<file path="config.mk">
export PLATFORM = sky130hd
export DESIGN_NAME = note_judge
export DESIGN_NICKNAME = d
export VERILOG_FILES = /design/src/rtl/note_judge.sv
export SDC_FILE = /design/constraint.sdc
export NUM_CORES = 1
export LEC_CHECK = 0
export BUFFER_PORTS_ARGS = -buffer_cell sky130_fd_sc_hd__buf_2
export CAP_MARGIN = 40
export CELL_PAD_IN_SITES_DETAIL_PLACEMENT = 0
export CELL_PAD_IN_SITES_GLOBAL_PLACEMENT = 2
export CORE_UTILIZATION = 37
export CTS_CLUSTER_DIAMETER = 50
export DETAILED_ROUTE_END_ITERATION = 8
export GPL_TIMING_DRIVEN = 0
export PLACE_DENSITY = 0.88
export SYNTH_ARGS = -nofsm -noshare
export SYNTH_HDL_FRONTEND = slang
export SYNTH_SLANG_ARGS = --single-unit
</file>
<file path="constraint.sdc">
create_clock -name clk -period 5.39 [get_ports clk]
set_clock_uncertainty 0.1 [all_clocks]
set_input_delay 0.2695 -clock clk [delete_from_list [all_inputs] [get_ports clk]]
set_output_delay 0.2695 -clock clk [all_outputs]
set_load 0.05 [all_outputs]
</file>
<file path="src/rtl/note_judge.sv">
// note_judge: grades red/blue pad presses against the note sitting in the judge slot.
//
// Ports:
//   clk, rst_n                 system clock, asynchronous active-low reset
//   red_button, blue_button    raw pad buttons (asynchronous, synchronized here)
//   note_R_judge, note_B_judge note flags of the judge slot from the shifter
//   offset                     pixel counter from the shifter (wrap OFFSET_MAX->0 = slot advance)
//   finish                     song-end level; freezes judging
//   clear                      synchronous counter clear (already synchronized)
//   delete                     one-cycle pulse clearing a hit note from the judge slot
//   result_valid, hit_result   one-cycle grade report: 1 perfect, 2 good, 3 miss
//   combo, max_combo, score    saturating play statistics
module note_judge #(
    parameter logic [2:0]  PERF_LO     = 3'd2,
    parameter logic [2:0]  PERF_HI     = 3'd4,
    parameter logic [15:0] PERFECT_PTS = 16'd3,
    parameter logic [15:0] GOOD_PTS    = 16'd1,
    parameter logic [2:0]  OFFSET_MAX  = 3'd6
) (
    input  logic        clk,
    input  logic        rst_n,
    input  logic        red_button,
    input  logic        blue_button,
    input  logic        note_R_judge,
    input  logic        note_B_judge,
    input  logic [2:0]  offset,
    input  logic        finish,
    input  logic        clear,
    output logic        delete,
    output logic        result_valid,
    output logic [1:0]  hit_result,
    output logic [7:0]  combo,
    output logic [7:0]  max_combo,
    output logic [15:0] score
);

    typedef enum logic [1:0] {StEmpty, StArmed, StHit, StDone} state_e;

    state_e      state_q, state_d;
    logic [1:0]  red_sync_q, blue_sync_q;
    logic        red_prev_q, blue_prev_q;
    logic [2:0]  offset_q;
    logic        pend_r_q, pend_r_d;
    logic        pend_b_q, pend_b_d;
    logic        delete_q, delete_d;
    logic        valid_q, valid_d;
    logic [1:0]  result_q, result_d;
    logic [7:0]  combo_q, combo_d;
    logic [7:0]  max_combo_q, max_combo_d;
    logic [15:0] score_q, score_d;

    logic        red_edge, blue_edge;
    logic        press_r, press_b;
    logic        shift_evt, note_present;
    logic        hit, bad_press, perfect;
    logic [7:0]  combo_inc;
    logic [15:0] pts;
    logic [16:0] score_sum;
    logic [15:0] score_sat;

    assign red_edge  = red_sync_q[1] & ~red_prev_q;
    assign blue_edge = blue_sync_q[1] & ~blue_prev_q;
    // A press that landed on a slot-advance cycle is replayed one cycle later on the new note.
    assign press_r   = red_edge | pend_r_q;
    assign press_b   = blue_edge | pend_b_q;

    assign shift_evt    = (offset_q == OFFSET_MAX) && (offset == 3'd0);
    assign note_present = note_R_judge | note_B_judge;

    assign hit       = (press_r & ~press_b & note_R_judge) | (press_b & ~press_r & note_B_judge);
    assign bad_press = (press_r | press_b) & ~hit;
    assign perfect   = (offset >= PERF_LO) && (offset <= PERF_HI);

    assign combo_inc = (combo_q == 8'hFF) ? 8'hFF : combo_q + 8'd1;
    assign pts       = perfect ? PERFECT_PTS : GOOD_PTS;
    assign score_sum = {1'b0, score_q} + {1'b0, pts};
    assign score_sat = score_sum[16] ? 16'hFFFF : score_sum[15:0];

    always_comb begin
        state_d     = state_q;
        pend_r_d    = 1'b0;
        pend_b_d    = 1'b0;
        delete_d    = 1'b0;
        valid_d     = 1'b0;
        result_d    = 2'd0;
        combo_d     = combo_q;
        max_combo_d = max_combo_q;
        score_d     = score_q;

        if (finish) begin
            state_d = StDone;
            if (clear) begin
                combo_d     = 8'd0;
                max_combo_d = 8'd0;
                score_d     = 16'd0;
            end
        end else if (state_q == StDone) begin
            if (clear) begin
                state_d     = StEmpty;
                combo_d     = 8'd0;
                max_combo_d = 8'd0;
                score_d     = 16'd0;
            end
        end else if (clear) begin
            state_d     = StEmpty;
            combo_d     = 8'd0;
            max_combo_d = 8'd0;
            score_d     = 16'd0;
        end else if (shift_evt) begin
            if (state_q == StArmed) begin
                valid_d  = 1'b1;
                result_d = 2'd3;
                combo_d  = 8'd0;
            end
            // The slot already shows the next note on this cycle.
            state_d  = note_present ? StArmed : StEmpty;
            pend_r_d = red_edge;
            pend_b_d = blue_edge;
        end else begin
            unique case (state_q)
                StEmpty: begin
                    if (note_present) begin
                        state_d = StArmed;
                    end
                end
                StArmed: begin
                    if (hit) begin
                        state_d     = StHit;
                        delete_d    = 1'b1;
                        valid_d     = 1'b1;
                        result_d    = perfect ? 2'd1 : 2'd2;
                        score_d     = score_sat;
                        combo_d     = combo_inc;
                        max_combo_d = (combo_inc > max_combo_q) ? combo_inc : max_combo_q;
                    end else if (bad_press) begin
                        combo_d = 8'd0;
                    end
                end
                default: begin
                end
            endcase
        end
    end

    always_ff @(posedge clk or negedge rst_n) begin
        if (!rst_n) begin
            state_q     <= StEmpty;
            red_sync_q  <= 2'b00;
            blue_sync_q <= 2'b00;
            red_prev_q  <= 1'b0;
            blue_prev_q <= 1'b0;
            offset_q    <= 3'd0;
            pend_r_q    <= 1'b0;
            pend_b_q    <= 1'b0;
            delete_q    <= 1'b0;
            valid_q     <= 1'b0;
            result_q    <= 2'd0;
            combo_q     <= 8'd0;
            max_combo_q <= 8'd0;
            score_q     <= 16'd0;
        end else begin
            state_q     <= state_d;
            red_sync_q  <= {red_sync_q[0], red_button};
            blue_sync_q <= {blue_sync_q[0], blue_button};
            red_prev_q  <= red_sync_q[1];
            blue_prev_q <= blue_sync_q[1];
            offset_q    <= offset;
            pend_r_q    <= pend_r_d;
            pend_b_q    <= pend_b_d;
            delete_q    <= delete_d;
            valid_q     <= valid_d;
            result_q    <= result_d;
            combo_q     <= combo_d;
            max_combo_q <= max_combo_d;
            score_q     <= score_d;
        end
    end

    assign delete       = delete_q;
    assign result_valid = valid_q;
    assign hit_result   = result_q;
    assign combo        = combo_q;
    assign max_combo    = max_combo_q;
    assign score        = score_q;

endmodule

</file>
After elaboration in Yosys (flattened, before gate mapping)
Index checks and enable logic that the tools add are counted.
{"block": "totals", "regBits": 49, "in_bits": 11, "word_cells": 120}
{"block": "classes", "addsub": 2, "n_lt_le_gt_ge": 3, "eq_ne": 8, "muxes": 63, "bitwise_logic": 17, "n_reduce_logical": 13}
{"cell": "8-bit two-way mux", "count": 18}
{"cell": "16-bit two-way mux", "count": 8}
{"cell": "2-bit two-way mux", "count": 16}
{"cell": "1-bit two-way mux", "count": 20}
{"cell": "16-bit by 2-bit adder with 17-bit output", "count": 1}
{"cell": "4-bit nonzero test", "count": 3}
{"cell": "5-bit != test, second input constant", "count": 2}
{"cell": "8-bit by 1-bit adder with 8-bit output, second input constant", "count": 1}
{"cell": "8-bit equality test, second input constant", "count": 1}
{"cell": "8-bit greater-than comparator", "count": 1}
{"cell": "4-bit AND reduction", "count": 2}
{"cell": "1-bit AND", "count": 7}
{"cell": "6-bit nonzero test", "count": 1}
{"cell": "1-bit NOT", "count": 5}
{"cell": "1-bit bitwise OR", "count": 5}
{"cell": "5-bit nonzero test", "count": 1}
{"cell": "4-bit by 3-bit != test with 1-bit output, second input constant", "count": 1}
{"cell": "2-bit case mux with 2 select lines", "count": 1}
{"cell": "3-bit equality test, second input constant", "count": 1}
{"cell": "3-bit by 2-bit greater-or-equal comparator with 1-bit output, second input constant", "count": 1}
{"cell": "3-bit less-or-equal comparator, second input constant", "count": 1}
{"cell": "3-bit logical NOT", "count": 1}
{"cell": "3-bit != test, second input constant", "count": 1}
{"cell": "3-bit AND reduction", "count": 1}
{"cell": "5 further kinds", "count": 6}

Longest topological paths before layout
{"block": "depth", "depth_word": 16, "ltp_mapped": 12, "mapped_depth_nobuf": 11}

Least setup slack after synthesis
OpenSTA, ideal clock, no wires.
{"block": "synth_timing", "path_kind": "register to register", "from": "reg combo_q[2], in the netlist combo[2]", "to": "reg max_combo_q[6], in the netlist max_combo[6]", "arrival_time_ns": 2.975, "required_time_ns": 5.169, "setup_slack_ns": 2.194, "stages_incl_launch_ff": 12, "synth_period_minus_slack_ns": 3.196, "cell_sequence": "dfrtp_1 and3_1 nand4_1 or2_2 nand2_1 ha_1 and3_1 a221o_1 a21o_1 and3_1 buf_2 a22o_1"}
{"block": "synth_between", "elab_chain_len": 9, "word_cells_on_any_way": 13}
{"element": "from (decl)", "line_no": "48", "source": "logic [7:0] combo_q, combo_d;"}
{"element": "from (signal assigned)", "line_no": "173", "source": "combo_q <= combo_d;"}
{"element": "8-bit by 1-bit adder with 8-bit output or 8-bit equality test (tied branches)", "line_no": "74", "source": "assign combo_inc = (combo_q == 8'hFF) ? 8'hFF : combo_q + 8'd1;"}
{"element": "8-bit two-way mux (*)", "line_no": "74"}
{"element": "branches (longest 7 deep; another with 8-bit greater-than comparator)"}
{"element": "to (signal assigned)", "line_no": "174", "source": "max_combo_q <= max_combo_d;"}
{"element": "to (decl)", "line_no": "49", "source": "logic [7:0] max_combo_q, max_combo_d;"}
Every way passes the cells marked *. The select of a mux whose other input is x is not followed.
A chain may end at the register's enable or synchronous reset.

Worst setup path after layout
{"block": "layout_timing", "from": "reg combo_q[2], in the netlist combo[2]", "to": "reg max_combo_q[0], in the netlist max_combo[0]"}
{"block": "layout_between", "elab_chain_len": 9, "word_cells_on_any_way": 13}
{"element": "branches (longest 1 deep; another with 8-bit by 1-bit adder with 8-bit output)"}
{"element": "8-bit two-way mux (*)", "line_no": "74"}
{"element": "branches (longest 7 deep; another with 8-bit greater-than comparator)"}
Marked as above.

==> results by group <==
Outcome
  – Status: finished clean

Synthesis
  – Syn_nets: roughly 300
  – Simple-gate share of the synthesized area: 20.02%
  – Cell with the most instances after synthesis: dfrtp_1
  – Largest area contributor in the netlist: dfrtp_1
  – Syn. warnings: 0
  – Cell variety after synth: 59
  – Top_reg_cell synth: dfrtp_1
  – Main combinational cell family by area after synthesis: compound AO/OA/AOI/OAI gates
  – Synth Area in Compound Gates: 23.49%
  – Flops & latches, synth: 49
  – Post-synth EDFFs: 0
  – Cell area after synthesis: roughly 2700 sq um
  – Synth Instances: 276
  – Ys async rst share: 100.0%
  – Area share of the largest cell type after synthesis: 45.31%
  – Multiplexer share of the synthesized area: 0.4161%
  – Register area share after synthesis: 45.31%
  – Mean Syn Cell Area: 9.806 sq um
  – Commonest cells in the netlist: dfrtp_1 (49), nand2_1 (22), a22o_1 (18)
  – Synth top area cells: dfrtp_1 (45%), a22o_1 (5.8%), ha_1 (4.6%), nand3_1 (3.1%), nand2_1 (3.1%)
  – Synth Area in XOR/XNOR: 0.9709%
  – Adder-Cell Fraction of Synth Area: roughly 5.4%

CTS
  – TritonCTS clock tree: yes
  – Reg clk slew, reported paths: 100 ps
  – H-tree depth: 2
  – Post-CTS Hold Fix Bufs: 6
  – Clock root buffer: clkbuf_8
  – Sink Count: 49
  – Clock buffer depth: 2
  – Clk Latency, worst-skew pair: 300 ps
  – # resized after CTS: 0
  – Num CTS Buffers: 5
  – Setup Buffers After CTS: 0

Floorplanning
  – Die Wd: 87.53 um
  – Die area: 7661 sq um
  – Effective utilization at floorplan: 38.97%
  – I/O pin count: 47
  – DIE HEIGHT: 87.53 um
  – Core Area: 6944 sq um
  – Num rows: 30

Finish
  – Syn-to-layout area delta: 20.67%
  – Nets: approximately 360
  – Filler Cells Inserted: 674
  – Multi-input logic area: 1360 sq um
  – Antenna fix cells: 0
  – Final core occ: roughly 47%
  – Reg area: 1226 sq um
  – Post-Layout Inst Area: roughly 3300 sq um
  – Finished Layout Cells: 432
  – Layout cells sized above 1: between 20% and 30%

Power
  – Combinational power share: 12.4%
  – Sequential group share of total power: approximately 49%
  – Max VDD drop: 126.0 uV
  – Pleak: around 0.0015 uW
  – Clock power frac: approximately two fifths
  – P_sw: 200.6 uW
  – Power per cell area: 243.0 nW/um^2
  – Internal Power: 592.9 uW
  – Switching Share: 25.29%

Global routing
  – Largest net degree at the start of global routing: 27
  – Grt ovf: 0
  – Gr usage total: 18.96%
  – First-pass GRT wire length: 11300 um
  – Initial antenna violation count: 0
  – Number of global-route vias before repair: 2316

Route
  – Vias per std cell: 5.498
  – Detail Route Antenna Nets: 0
  – Drt first pass iters: 4
  – Vias: 2375
  – Final wirelength: 6785 um
  – Routed WL per cell: 15.71 um
  – DR iter-0 viols: 143
  – Drt drc: 0

Placement
  – Placed cell count: 418
  – Placement Cell Area: 3072 sq um
  – Post-DP HPWL: 5001 um
  – PortBufs: 45
  – Routability cong.: 0.8637

STA
  – Slew Limit Fails: 0
  – RSZ-0062 raised after global routing: no
  – Tightest Pin Transition: roughly 860 ps
  – Relative slew slack: between 40% and 50%
  – Final critical-path share of the clock period: 57.22%
  – Highest clock rate: 0.3242 GHz
  – Final hold viol count: 0
  – Setup TNS: 0 ps
  – # setup viols final: 0
  – Crit path time final: 3084 ps

Critical path
  – WS Path Type: flop to flop
  – Data required, critical path: 5480 ps
  – CP Capture Type: flop
  – Crit Path Max Fanout: 8
  – Type of origin of the critical path: flop
  – CP arrival: 3170 ps

Hold path
  – Hold Path Class: input pin to flop

Flow run
  – Max-Cap Viols: 0
final timing paths:
kind	slack (ps)	from	endpoint	cells after the start
worst min-delay path	180	finish	state_q[0]	2
min in group asynchronous	390	rst_n	blue_sync_q[0]	2
worst max-delay path	2310	combo[2]	max_combo[0]	11
worst min register to register	260	blue_sync_q[0]	blue_sync_q[1]	0
worst max register to register	2310	combo[2]	max_combo[0]	11
max in group asynchronous	4260	rst_n	score[14]	3
cell type report:
type	count	share of cell area, %
timing repair buffer	52	9.349
tap	96	3.678
buffer	11	1.724
multi-input combinational	199	41.65
clock inverter	3	1.992
clock buffer	5	2.107
sequential	49	37.55
inverter	17	1.954
logic make-up (layout without fill, tap and decap cells):
family	after synthesis	after routing
compound gates	83	83
xor+xnor	3	3
fa+ha+maj	11	11
buf+inv	28	88
flops	49	49
mux	1	1
simple gates	101	101
metrics by stage:
step	hold WS, ps	setup slack (ps)	total power (uW)
6_report	176.9	2306	793.5
3_5_place_dp	216.1	2332	487.5
2_1_floorplan	-126.1	2194	452.3
5_1_grt	166.9	2146	828.7
4_1_cts	161.4	2301	802.9
3_3_place_gp	234.5	2322	484.4
registers in the layout, summed over array words and instances, names as in the netlist:
name / flops
blue_prev_q: 1
blue_sync_q: 2
combo: 8
delete: 1
hit_result: 2
max_combo: 8
offset_q: 3
pend_b_q: 1
pend_r_q: 1
red_prev_q: 1
red_sync_q: 2
result_valid: 1
score: 16
state_q: 2
cell usage in the layout, fill, tap and decap left out, types with 2 or more instances in the layout:
cell,netlist,routed
xor2_1,2,2
clkbuf_8,0,5
o21ai_0,14,14
dlygate4sd3_1,0,6
a21o_1,3,3
clkbuf_1,4,4
a41o_2,2,2
nand2_1,22,22
nor4_1,3,3
a2bb2oi_1,2,2
a32oi_1,3,3
a22o_1,18,18
and3_1,8,8
or2_2,2,2
dfrtp_1,49,49
nor3_1,8,8
or3_1,2,2
ha_1,10,10
a31oi_1,7,7
a21oi_1,11,11
nand3_1,17,17
nor2_1,14,14
o22a_1,2,2
nor2b_1,2,2
nand2b_1,4,4
nand4_1,8,8
bufinv_16,0,2
a41oi_1,4,4
inv_1,17,17
buf_2,6,51
power by group through the flow:
stage	clock, uW	combinational [uW]	sequential, uW
after CTS	319	99.7	385
after global placement	0	92.9	391
final	310	98.6	385
after floorplan	0	46.7	406
after detailed placement	0	95.5	392
after global routing	334	108	387
routing by layer:
metal	routed length, um	up-vias	GRT usage [%]
li1	-	1168	-
met1	3248	1144	25.74
met2	3247	57	31.82
met3	242	6	2.844
met4	48	0	4.620
met5	0	-	0
worst max-delay path, stage by stage, from the launching register on:
cell and delay, ps:
dfrtp_1 450, and3_1 240, nand4_1 160, or2_2 360, nand2_1 130, ha_1 260
and3_1 200, a221o_1 340, a21o_1 210, and3_1 160, buf_2 170, a22o_1 190
(Power assumes the default switching activity.)
